## src/rtl/serial_rx_pkg.sv

```systemverilog
// Shared types for the serial receiver: FSM states and parity modes.
// par_mode maps an integer parity parameter onto the XOR reference bit.
package serial_rx_pkg;

  typedef enum logic [2:0] {
    IDLE,
    START,
    DATA,
    PARITY,
    STOP,
    WAIT_HIGH
  } rx_state_e;

  localparam bit PAR_EVEN = 1'b0;
  localparam bit PAR_ODD  = 1'b1;

  function automatic bit par_mode(input int odd);
    return (odd != 0) ? PAR_ODD : PAR_EVEN;
  endfunction

endpackage

```

## src/rtl/serial_receiver_if.sv

```systemverilog
// Serial receiver bundle: rxd line in, received word and status pulses out.
// master = line driver / consumer side, slave = receiver side.
interface serial_receiver_if #(
  parameter int DATA_W = 8
);

  logic              rxd;
  logic [DATA_W-1:0] word;
  logic              valid;
  logic              parity_err;
  logic              frame_err;
  logic              busy;

  modport master (
    output rxd,
    input  word, valid, parity_err, frame_err, busy
  );

  modport slave (
    input  rxd,
    output word, valid, parity_err, frame_err, busy
  );

endinterface

```

## src/rtl/rx_sync.sv

```systemverilog
// Multi-flop synchronizer for an asynchronous line that idles high.
// Ports: clk, rst (async active-low), d_i async input, q_o synced output.
module rx_sync #(
  parameter int STAGES = 2
) (
  input  logic clk,
  input  logic rst,
  input  logic d_i,
  output logic q_o
);

  logic [STAGES-1:0] ff_q;

  always_ff @(posedge clk or negedge rst) begin
    if (!rst) ff_q <= '1;
    else      ff_q <= {ff_q[STAGES-2:0], d_i};
  end

  assign q_o = ff_q[STAGES-1];

endmodule

```

## src/rtl/serial_receiver.sv

```systemverilog
// Oversampling serial receiver: start/data/parity/stop framing FSM.
// Ports: clk, rst (async active-low), bus (slave: rxd in, word/status out).
module serial_receiver
  import serial_rx_pkg::*;
#(
  parameter int DATA_W       = 8,
  parameter int CLKS_PER_BIT = 16,
  parameter int MSB_FIRST    = 1,
  parameter int PARITY_EN    = 0,
  parameter int PARITY_ODD   = 0
) (
  input  logic clk,
  input  logic rst,
  serial_receiver_if.slave bus
);

  localparam int TW = $clog2(CLKS_PER_BIT);
  localparam int CW = $clog2(DATA_W + 1);

  localparam logic [TW-1:0] T_LAST = TW'(CLKS_PER_BIT - 1);
  localparam logic [TW-1:0] T_HALF = TW'(CLKS_PER_BIT / 2 - 1);
  localparam logic [CW-1:0] C_LAST = CW'(DATA_W - 1);
  localparam logic          P_REF  = par_mode(PARITY_ODD);

  logic rxd_s;

  rx_sync #(.STAGES(2)) u_sync (
    .clk (clk),
    .rst (rst),
    .d_i (bus.rxd),
    .q_o (rxd_s)
  );

  rx_state_e         state_q;
  logic [TW-1:0]     tmr_q;
  logic [TW-1:0]     tmr_d;
  logic [CW-1:0]     cnt_q;
  logic [DATA_W-1:0] shf_q;
  logic [DATA_W-1:0] shf_d;
  logic [DATA_W-1:0] word_q;
  logic              rxd_prev_q;
  logic              perr_flag_q;
  logic              valid_q;
  logic              perr_q;
  logic              ferr_q;
  logic              tick;
  logic              half;

  assign tick  = (tmr_q == T_LAST);
  assign half  = (tmr_q == T_HALF);
  assign tmr_d = tmr_q + TW'(1);

  always_comb begin
    shf_d = shf_q;
    if (MSB_FIRST != 0) shf_d = {shf_q[DATA_W-2:0], rxd_s};
    else                shf_d = {rxd_s, shf_q[DATA_W-1:1]};
  end

  always_ff @(posedge clk or negedge rst) begin
    if (!rst) begin
      state_q     <= IDLE;
      tmr_q       <= '0;
      cnt_q       <= '0;
      shf_q       <= '0;
      word_q      <= '0;
      rxd_prev_q  <= 1'b1;
      perr_flag_q <= 1'b0;
      valid_q     <= 1'b0;
      perr_q      <= 1'b0;
      ferr_q      <= 1'b0;
    end else begin
      valid_q    <= 1'b0;
      perr_q     <= 1'b0;
      ferr_q     <= 1'b0;
      rxd_prev_q <= rxd_s;
      unique case (state_q)
        IDLE: begin
          if (rxd_prev_q && !rxd_s) begin
            state_q <= START;
            tmr_q   <= '0;
          end
        end
        START: begin
          if (half) begin
            tmr_q       <= '0;
            cnt_q       <= '0;
            perr_flag_q <= 1'b0;
            // High at mid start bit: treat as a glitch.
            state_q     <= rxd_s ? IDLE : DATA;
          end else begin
            tmr_q <= tmr_d;
          end
        end
        DATA: begin
          if (tick) begin
            tmr_q <= '0;
            shf_q <= shf_d;
            cnt_q <= cnt_q + CW'(1);
            if (cnt_q == C_LAST)
              state_q <= (PARITY_EN != 0) ? PARITY : STOP;
          end else begin
            tmr_q <= tmr_d;
          end
        end
        PARITY: begin
          if (tick) begin
            tmr_q       <= '0;
            perr_flag_q <= ((^shf_q) ^ rxd_s) != P_REF;
            state_q     <= STOP;
          end else begin
            tmr_q <= tmr_d;
          end
        end
        STOP: begin
          if (tick) begin
            tmr_q <= '0;
            if (rxd_s) begin
              word_q  <= shf_q;
              valid_q <= 1'b1;
              perr_q  <= perr_flag_q;
              state_q <= IDLE;
            end else begin
              ferr_q  <= 1'b1;
              state_q <= WAIT_HIGH;
            end
          end else begin
            tmr_q <= tmr_d;
          end
        end
        WAIT_HIGH: begin
          // Hold off until the break ends so it is not seen as a start.
          if (rxd_s) state_q <= IDLE;
        end
        default: state_q <= IDLE;
      endcase
    end
  end

  assign bus.word       = word_q;
  assign bus.valid      = valid_q;
  assign bus.parity_err = perr_q;
  assign bus.frame_err  = ferr_q;
  assign bus.busy       = (state_q != IDLE);

endmodule

```

## src/flat_wrapper.sv

```systemverilog
// flat-port wrapper written by rule: the top's interface ports become plain ports
module serial_receiver_flat import serial_rx_pkg::*;
#(
  parameter int DATA_W       = 8,
  parameter int CLKS_PER_BIT = 16,
  parameter int MSB_FIRST    = 1,
  parameter int PARITY_EN    = 0,
  parameter int PARITY_ODD   = 0
)
  (clk, rst, bus_rxd, bus_word, bus_valid, bus_parity_err, bus_frame_err, bus_busy);
  serial_receiver_if #(.DATA_W(DATA_W)) bus_i ();
  input  logic clk;
  input  logic rst;
  input wire logic [$bits(bus_i.rxd)-1:0] bus_rxd;
  output wire logic [$bits(bus_i.word)-1:0] bus_word;
  output wire logic [$bits(bus_i.valid)-1:0] bus_valid;
  output wire logic [$bits(bus_i.parity_err)-1:0] bus_parity_err;
  output wire logic [$bits(bus_i.frame_err)-1:0] bus_frame_err;
  output wire logic [$bits(bus_i.busy)-1:0] bus_busy;
  assign bus_i.rxd = bus_rxd;
  assign bus_word = bus_i.word;
  assign bus_valid = bus_i.valid;
  assign bus_parity_err = bus_i.parity_err;
  assign bus_frame_err = bus_i.frame_err;
  assign bus_busy = bus_i.busy;
  serial_receiver #(.DATA_W(DATA_W), .CLKS_PER_BIT(CLKS_PER_BIT), .MSB_FIRST(MSB_FIRST), .PARITY_EN(PARITY_EN), .PARITY_ODD(PARITY_ODD)) u_core (.clk(clk), .rst(rst), .bus(bus_i));
endmodule
```

## config.mk

```make
export PLATFORM = sky130hd
export DESIGN_NAME = serial_receiver_flat
export DESIGN_NICKNAME = d
export VERILOG_FILES = /design/src/rtl/serial_rx_pkg.sv /design/src/rtl/serial_receiver_if.sv /design/src/rtl/rx_sync.sv /design/src/rtl/serial_receiver.sv /design/src/flat_wrapper.sv
export SDC_FILE = /design/constraint.sdc
export NUM_CORES = 1
export LEC_CHECK = 0
export CAP_MARGIN = 20
export CORE_ASPECT_RATIO = 0.9
export CORE_MARGIN = 2
export CORE_UTILIZATION = 45
export DETAILED_ROUTE_END_ITERATION = 8
export GPL_ROUTABILITY_DRIVEN = 0
export PLACE_DENSITY = 0.68
export SLEW_MARGIN = 5
export SYNTH_ARGS = -nofsm -noshare
export SYNTH_HDL_FRONTEND = slang
export SYNTH_HIERARCHICAL = 1
export SYNTH_SLANG_ARGS = --single-unit
```

## constraint.sdc

```tcl
create_clock -name clk -period 1.71 [get_ports clk]
set_input_delay 0.171 -clock clk [delete_from_list [all_inputs] [get_ports clk]]
set_output_delay 0.171 -clock clk [all_outputs]
set_load 0.02 [all_outputs]
```

# After elaboration in Yosys (flattened, before gate mapping)
# Cells that the tools add are included.
[op_classes] add_sub_neg=2 n_eq_ne=15 mux=29 n_bitwise=1 n_reduce_logical=15
[op_table] op="$mux 3" count=8
[op_table] op="$mux 4" count=5
[op_table] op="$pmux 3 s6" count=1
[op_table] op="$ne 2x1->1 const B" count=6
[op_table] op="$pmux 4 s3" count=1
[op_table] op="$mux 1" count=11
[op_table] op="$reduce_and 3->1" count=3
[op_table] op="$add 4x1->4 const B" count=2
[op_table] op="$eq 4x3->1 const B" count=2
[op_table] op="$pmux 4 s2" count=1
[op_table] op="$reduce_xor 8->1" count=1
[op_table] op="$reduce_and 7->1" count=1
[op_table] op="$eq 3x2->1 const B" count=2
[op_table] op="$eq 3x3->1 const B" count=2
[op_table] op="$reduce_bool 3->1" count=2
[op_table] op="$eq 4x4->1 const B" count=1
[op_table] op="$reduce_and 2->1" count=2
[op_table] op="$reduce_bool 2->1" count=2
[op_table] op="$eq 3x1->1 const B" count=1
[op_table] op="$logic_not 3->1" count=1
[op_table] op="$reduce_or 3->1" count=1
[op_table] op="$mux 2" count=1
[op_table] op="$ne 2x2->1 const B" count=1
[op_table] op="$pmux 1 s2" count=1
[op_table] op="3 further kinds" count=3
[word_totals] ff_bits=34 input_bits=3 out_inout_bits=12

# Depth between registers and ports, before layout
[depth] word_depth=4 depth_mapped=6 ltp_nobuf=5

# Modules after synthesis
# The synthesis kept the hierarchy.
[modules_own_cells] mod="serial_receiver" n_inst=1 cells_per_inst=119 area_per_inst_um2=1495.2 seq_area_each_um2=802.0
[modules_own_cells] mod="rx_sync" n_inst=1 cells_per_inst=2 area_per_inst_um2=52.6 seq_area_each_um2=52.6

# Worst setup path after synthesis
# Ideal clock, no wire load.
[synth_path] path_type="register to register" startpoint="register u_core.tmr_q[0]" endpoint="register u_core.shf_q[0]" arrival_ns=1.467 required_time_ns=1.585 slack_ns=0.119 path_stages_with_launch=6 path_cell_list="dfrtp_1 -> ha_1 -> nand3_4 -> nor3_4 -> buf_6 -> mux2_2"
[synth_between] elab_chain_cells=2
[synth_rtl] element="from (decl)" line_no="serial_receiver.sv:35" text="logic [TW-1:0] tmr_q;"
[synth_rtl] element="from (signal assigned)" line_no="serial_receiver.sv:91" text="tmr_q <= tmr_d;"
[synth_rtl] element="from (signal assigned)" line_no="serial_receiver.sv:102" text="tmr_q <= tmr_d;"
[synth_rtl] element="from (signal assigned)" line_no="serial_receiver.sv:111" text="tmr_q <= tmr_d;"
[synth_rtl] element="$eq 4x4->1" line_no="serial_receiver.sv:49" text="assign tick = (tmr_q == T_LAST);"
[synth_rtl] element="$reduce_and 2->1 (no line)"
[synth_rtl] element="to (signal assigned)" line_no="serial_receiver.sv:64" text="shf_q <= '0;"
[synth_rtl] element="to (signal assigned)" line_no="serial_receiver.sv:97" text="shf_q <= shf_d;"
[synth_rtl] element="to (decl)" line_no="serial_receiver.sv:38" text="logic [DATA_W-1:0] shf_q;"
# Every way passes these cells.
# A chain may end at the register's enable or synchronous reset.

# Worst setup path in the final report
[layout_path] startpoint="register u_core.state_q[2]" endpoint="output bus_busy"
[layout_between] elab_chain_cells=1
[layout_rtl] element="from (decl)" line_no="serial_receiver.sv:34" text="rx_state_e state_q;"
[layout_rtl] element="from (signal assigned)" line_no="serial_receiver.sv:89" text="state_q <= rxd_s ? IDLE : DATA;"
[layout_rtl] element="from (signal assigned)" line_no="serial_receiver.sv:100" text="state_q <= (PARITY_EN != 0) ? PARITY : STOP;"
[layout_rtl] element="$reduce_bool 3->1" line_no="serial_receiver.sv:143" text="assign bus.busy = (state_q != IDLE);"
[layout_rtl] element="to (decl)" line_no="flat_wrapper.sv:19" text="output wire logic [$bits(bus_i.busy)-1:0] bus_busy;"
# Every way passes these cells.

==> metrics.md <==
| Metric | Value |
|---|---|
| Outcome | `complete, no violations` |
| YS warnings | `6` |
| Io pins | `15` |
| # fillers | `287` |
| Int Power | `1.228 mW` |
| Number of synthesized register bits | `34` |
| Initial drt markers | `46` |
| Synth cell types | `41` |
| TritonRoute pass-1 iters | `4` |
| CP Depth | `2` |
| Std cell rows | `20` |
| H-tree Lvls | `2` |
| Avg WL per Cell | `13.94 um` |
| Final Skew | `0.005166 ns` |
| Max frequency | `606.1 MHz` |
| Register area | `855.8 um^2` |
| # DRC | `0` |
| Slew Limit Fails | `0` |
| Worst-path cell chain | `or3_1 > dlygate4sd2_1` |
| Post-synthesis sequential area ratio | `0.5521` |
| Vias per Instance | `5.353` |
| Overflow after GRT | `0` |
| Met2 Use GR | `0.2323` |
| Primary FF master, synth | `dfrtp_1` |
| CTS Buffer Depth | `2` |
| Ant diodes | `0` |
| Post-Syn Nets | `126` |
| CP Max Fanout | `10` |
| HP Class | `in -> async` |
| Seq pwr share | `0.541` |
| Post-Route Setup TNS | `0 ns` |
| Syn_area_per_cell | `12.79 um^2` |
| Final hold viol count | `0` |
| Final Instance Area | `1858 um^2` |
| RSZ-0062 raised after global routing | `false` |
| Die H | `59.64 um` |
| Area delta synth->final | `20.05%` |
| Cell area after placement | `1760 um^2` |
| Die area | `3925 um^2` |
| Initial antenna violation count | `0` |
| Most frequent cells in the layout | `30 x dfrtp_1, 17 x mux2_2, 13 x clkdlybuf4s50_1` |
| Fin crit share | `0.9648` |
| Switching pwr | `0.4046 mW` |
| Multi-input logic area | `651.9 um^2` |
| Crit path arrival time | `1.48 ns` |
| Met3 Use GR | `0.03992` |
| Most common cell after layout, fill and taps aside | `dfrtp_1` |
| WL final | `2606 um` |
| Reported max-cap violation count | `0` |
| Floorplan Core Area | `3328 um^2` |
| Busiest grt layer | `met2` |
| CTS Sinks | `34` |
| Vias in the first global route | `932` |
| Worst-Margin Slew | `0.4055 ns` |
| Post-Synthesis Cells | `121` |
| Crit-path slowest cell | `dfrtp_2` |
| Final-report setup violation count | `0` |
| Post-synth EDFFs | `0` |
| Top post-synthesis cells by area | `dfrtp_1 50%, mux2_2 12%, dfstp_2 5.1%` |
| Critical path type | `reg -> out` |
| Synth area leader | `dfrtp_1` |
| Combinational share of power | `0.089` |
| Switch share | `0.2479` |
| Layout cells sized above 1 | `0.2727` |
| GRT Util Overall | `0.1570` |
| Top cell type's share of synthesized area | `0.5012` |
| Antenna Nets Post-Route | `0` |
| Synth Cell Area | `1548 um^2` |
| Cell depth of the worst flop-to-flop path | `3` |
| Clock-pin slew on the worst setup and hold paths | `0.07 ns` |
| Clock Tree Root | `clkbuf_8` |
| Synth async-reset ratio | `1.000` |
| CTS tree | `built` |
| Clock latency on the worst-skew pair | `0.28 ns` |
| GR Layer Usage met1 | `0.2115` |
| Final nets | `147` |
| Crit end category | `primary output` |
| Die extent in x | `65.82 um` |
| Critical Path Start Type | `flop` |
| Largest net degree at the start of global routing | `35` |
| Detailed Place HPWL | `1767 um` |
| CP top delay family | `flip-flops` |
| Num CTS Buffers | `5` |
| P per Cell Area | `878.6 nW/um^2` |
| CP peak stage delay | `0.47 ns` |
| First-pass GRT wire length | `4422 um` |
| Hold buffer count at cts | `0` |
| Input/output buffers | `14` |
| Min Tclk post-route | `1.650 ns` |
| Slew HR | `0.7296` |
| Initial Util | `0.4650` |
| Worst EP required | `1.54 ns` |
| Maximum VDD drop | `644.0 uV` |
| Leakage | `0.8620 nW` |
| Worst path buffer plus inverter count | `1` |
| Via count | `1001` |
| Clock power frac | `0.369` |
| Postcts setup bufs | `0` |
==> timing repair <==
action	CTS	global route
hold endpoints to repair	0	0
gates resized for setup	1	2
endpoints found under the setup margin	1	17
==> routing by layer <==
layer	up-vias	routed length [um]
li1	479	-
met1	505	1243
met4	0	43
met3	5	59
met2	12	1258
met5	-	0
==> synth_stat cells, drive strengths merged, types with 2 or more instances <==
cell type / n
a211o: 2
and3: 2
buf: 3
clkbuf: 2
dfrtp: 31
dfstp: 3
ha: 2
inv: 3
mux2: 17
mux2i: 2
nand2: 8
nand2b: 2
nand3: 4
nand3b: 3
nor3: 2
nor4: 2
o21ai: 8
or3: 3
xnor2: 5
xor2: 3
==> area by class of cell <==
| cell class | count | share of cell area |
|---|---|---|
| inverter | 3 | 0.006061 |
| timing repair buffer | 19 | 0.1017 |
| sequential | 34 | 0.4606 |
| tap | 44 | 0.02963 |
| clock buffer | 6 | 0.04444 |
| multi-input combinational | 79 | 0.3508 |
| clock inverter | 2 | 0.006734 |
==> worst register-to-register path, stage by stage (launching register included) <==
cell	delay, ns
dfrtp_1	0.47
or3b_1	0.41
a211o_1	0.34
mux2_2	0.27
==> power groups by stage <==
stage / combinational (mW) / clock [mW] / sequential, mW
final: 0.146 / 0.603 / 0.884
after CTS: 0.146 / 0.628 / 0.883
after floorplan: 0.114 / 0 / 0.872
after detailed placement: 0.148 / 0 / 0.897
after global placement: 0.142 / 0 / 0.893
after global routing: 0.168 / 0.666 / 0.889
==> registers in the layout (all words and copies together) (netlist names) <==
| register | count |
|---|---|
| u_core/shf_q | 8 |
| u_core/perr_flag_q | 1 |
| u_core/u_sync/ff_q | 2 |
| u_core/bus.valid | 1 |
| u_core/cnt_q | 4 |
| u_core/state_q | 3 |
| u_core/rxd_prev_q | 1 |
| u_core/bus.parity_err | 1 |
| u_core/bus.frame_err | 1 |
| u_core/bus.word | 8 |
| u_core/tmr_q | 4 |
==> path summary, 6_finish.rpt <==
path / slack, ns / endpoint / start
max in group asynchronous: 1.08 / u_core/u_sync/ff_q[1] / rst
min in group clk: 0.30 / u_core/u_sync/ff_q[0] / bus_rxd
setup reg to reg: 0.11 / u_core/cnt_q[0] / u_core/state_q[1]
setup / recovery: 0.06 / bus_busy / u_core/state_q[2]
hold / removal: 0.29 / u_core/cnt_q[2] / rst
hold reg to reg: 0.36 / u_core/u_sync/ff_q[1] / u_core/u_sync/ff_q[0]
==> logic make-up (layout without fill, tap and decap cells) <==
| kind of cell | count (synthesis) | in the layout | share of synthesized area |
|---|---|---|---|
| AND/OR/NAND/NOR | 31 | 31 | 0.1310 |
| adder cells (fa/ha/maj) | 2 | 2 | 0.01617 |
| multiplexers | 19 | 19 | 0.1366 |
| AO/OA/AOI/OAI | 18 | 18 | 0.07599 |
| flip-flops | 34 | 34 | 0.5521 |
| XOR/XNOR | 9 | 9 | 0.05982 |
| buffers and inverters | 8 | 30 | 0.02829 |
==> metrics by stage <==
step	hold slack, ns	setup WS, ns	instances	power [mW]	util
final	0.2942	0.06022	187	1.632	0.5583
after global routing	0.2809	0.005909	187	1.724	0.5583
after CTS	0.2840	0.03451	187	1.656	0.5571
after detailed placement	0.3494	0.06030	179	1.045	0.5289
after global placement	0.3481	0.1209	179	1.035	0.5289
after floorplan	-0.1246	0.1188	121	0.9861	-
Note: power is estimated with default switching activity, not from simulation.
==> RTL edit 1: new RTL, same flow settings <==
`CLKS_PER_BIT` is set to 16 in 2 places; all go to 8.
--- a/src/rtl/serial_receiver.sv
+++ b/src/rtl/serial_receiver.sv
@@ -6,3 +6,3 @@
   parameter int DATA_W       = 8,
-  parameter int CLKS_PER_BIT = 16,
+  parameter int CLKS_PER_BIT = 8,
   parameter int MSB_FIRST    = 1,
--- a/src/flat_wrapper.sv
+++ b/src/flat_wrapper.sv
@@ -4,3 +4,3 @@
   parameter int DATA_W       = 8,
-  parameter int CLKS_PER_BIT = 16,
+  parameter int CLKS_PER_BIT = 8,
   parameter int MSB_FIRST    = 1,
Formal check against the unedited RTL: not equivalent (a bounded check fails within 10 cycles, from zero or initial values and one cycle with rst low).
==> RTL edit 1 against the original RTL <==
Synthesized area grew 3.6%. Fmax grew 1.1%. Register-to-register slack lost 30 ps. Routed wire length grew 6.8%. Setup slack gained 19 ps. Design area grew 4.4%. Sequential cell count shrank 1. Largest cell class unchanged.
Power is not compared: it rests on default switching activity, and its combinational part moved more than twofold at a synthesized area within 25%.
==> RTL edit 1: results (changes against the original RTL) <==
DP Worst Slack=-12.72 ps (-73.02 ps); Slew headroom=72.34% (-0.62 points); skew final=3.050 ps (-2.116 ps); layout cells sized above 1=26.25% (-1.0 points); Met2 Wirelength=1259 um (about the same); CP endpoint=u_core/shf_q[3]; Arr. time, crit path=1790 ps (+310 ps); Post-DP Area=0.001851 mm2 (+5.1%); metal3 WL=140 um (+140%); Post-Synth Adder-Cell Area=4.680% (+3.1 points); R2R setup slack=80 ps (-30 ps); largest net degree at the start of global routing=34 (-2.9%); Vias=1,051 (+5.0%); Post-CTS Resized=2 (+1); XOR/XNOR Fraction of Synth Area=5.226% (-0.76 points); post-DP HPWL=1969 um (+11%); final setup margin=78.82 ps (+18.60 ps); DRT met1 WL=1328 um (+6.8%); mux contribution to synthesized area=13.81% (+0.14 points); initial DRC count=37 (-20%); sequential share of the synthesized area=51.72% (-3.5 points); ranking of synthesized cells by area=dfrtp_1, mux2_2, dfstp_2, ha_1, xnor2_1; Layout Nets=168 (+14%); status=completed; global-route wire length before repair=4754 um (+7.5%); Total GRT Usage=16.16% (+0.46 points); Critical Path Fanout Max=9 (-1); met3 Track Usage GR=5.195% (+1.2 points); Synth Net Count=144 (+14%)
-- RTL edit 1: changes by cell type after synthesis, moves of 3 or more --
cell,change
nor2_1,+3
o21ai_0,+3
inv_1,+6
nand2_1,-5
nand2b_1,+3
ha_1,+4
-- RTL edit 1: final cells by class --
| type | count | area, um2 |
|---|---|---|
| Multi-Input combinational cell | 86 | 714.4 |
| Sequential cell | 33 | 829.5 |
| Clock buffer | 8 | 80.08 |
| Timing Repair Buffer | 24 | 226.5 |
| Inverter | 9 | 33.78 |
| Tap cell | 44 | 55.05 |
| Fill cell | 304 | 1464 |
-- RTL edit 1: through the flow --
stage	util, %	TNS, ps	hold slack, ps	instances
finish	56.99	0	283.6	204
global route	56.99	-24.30	294.9	204
CTS	56.76	0	283.0	204
detailed placement	54.37	-34.33	351.2	196
global placement	54.37	0	348.0	196
floorplan	-	0	-124.6	135
-- RTL edit 1: critical path: stages (launching register included) --
cell     delay, ps
dfrtp_1        360
ha_2           220
ha_2           260
and2_1         190
buf_12         140
mux2_2         330
==> RTL edit 2: new RTL, config.mk and constraints unchanged <==
Without the edit above. Re-encode `rx_state_e` (6 states) as one-hot, 6 bits wide.
--- a/src/rtl/serial_rx_pkg.sv
+++ b/src/rtl/serial_rx_pkg.sv
@@ -4,9 +4,9 @@
 
-  typedef enum logic [2:0] {
-    IDLE,
-    START,
-    DATA,
-    PARITY,
-    STOP,
-    WAIT_HIGH
+  typedef enum logic [5:0] {
+    IDLE      = 6'b000001,
+    START     = 6'b000010,
+    DATA      = 6'b000100,
+    PARITY    = 6'b001000,
+    STOP      = 6'b010000,
+    WAIT_HIGH = 6'b100000
   } rx_state_e;
Function: same outputs for any inputs over 10 cycles, from zero or initial values and one cycle with rst low; not proved beyond that.
==> RTL edit 2 against the original RTL <==
Largest cell class unchanged. Setup slack got worse by 51 ps. Routed wire length grew 22%. Sequential cell count unchanged. Die area grew 6.4%. Synthesized area rose by 6.9%. Design area up 14%. Count of clock-buffer cells in the layout decreased by 1.
Power is not compared: it rests on default switching activity, and its combinational part moved more than twofold at a synthesized area within 25%.
==> RTL edit 2: results (changes against the original RTL) <==
layout cells sized above 1=42.42% (+15 points); Arr. time, crit path=1870 ps (+390 ps); sequential share of the synthesized area=51.74% (-3.5 points); final core occ=61.34% (+5.5 points); ant diodes=0 (unchanged); R2R setup slack=10 ps (-100 ps); status=completed; Via density=5.478 (+2.3%); DP Worst Slack=-53.00 ps (-113.3 ps); Port Buffers=13 (-1); placed insts=196 (+9.5%); Max Freq=588.1 MHz (-3.0%); ys async rst share=100.0% (unchanged); Gate Count Post-Synth=133 (+9.9%); Top Family by Delay on Critical Path=compound AO/OA/AOI/OAI gates; crit path kind=reg -> reg; Synth Net Count=138 (+9.5%); hold_ws=285.3 ps (-8.898 ps); Vias=1,145 (+14%); Post-DP Area=0.001879 mm2 (+6.8%); ranking of synthesized cells by area=dfrtp_1, mux2_2, dfstp_2, mux2_4, buf_6; Total GRT Usage=16.25% (+0.55 points); capture point of the worst reg-to-reg path=u_core/tmr_q[3]; CTS Buf Count=5 (unchanged); Worst Reg2Reg Path Length in Cells=6 (+3); fill cell total of the finished layout=270 (-5.9%); global-route wire length before repair=4830 um (+9.2%); CP max stage delay=410 ps (-60 ps); postcts setup bufs=0 (unchanged); post-DP HPWL=2123 um (+20%); Synth Flop Type=dfrtp_1; Layout Nets=169 (+15%); initial antenna violation count=0 (unchanged); P_seq=about 1.0 mW; Critical Path Fanout Max=3 (-7); number of distinct library cells after synthesis=51 (+24%); Net Sw Frac=28.99%; skew final=3.345 ps (-1.821 ps); clk slew on worst S/H paths=70 ps (about the same); drt pass-1 iters=4 (unchanged); P_leak=0.9721 nW; Post-synth top cells=dfrtp_1, mux2_2, mux2_4, nand2_1; routed wire length=3191 um (+22%); largest net degree at the start of global routing=35 (unchanged); initial DRC count=72 (+57%); Post-CTS Resized=6 (+5)
[RTL edit 2: per-layer routing]
metal / routed length (um) / share of wire, % / track usage [%]
met1: 1522 / 48 / 21.53
met2: 1519 / 48 / 24.65
met3: 113 / 3.5 / 5.119
met4: 36 / 1.1 / 7.429
met5: 0 / 0 / 0
[RTL edit 2: logic make-up after synthesis]
family | share of synthesized area (%)
XOR/XNOR | 0.5296
flip-flops | 51.74
multiplexers | 13.77
AND/OR/NAND/NOR | 15.96
adder cells (fa/ha/maj) | 1.513
other | 0.2267
buffers and inverters | 4.840
AO/OA/AOI/OAI | 11.42
[RTL edit 2: final cells by class]
class | count | share of cell area, %
multi-input cells | 89 | 37.45
clock buffers | 5 | 3.249
repair buffers | 30 | 12.11
inverters | 4 | 0.7088
well taps | 44 | 2.599
flip-flops and latches | 34 | 40.64
clock inverters | 3 | 3.249
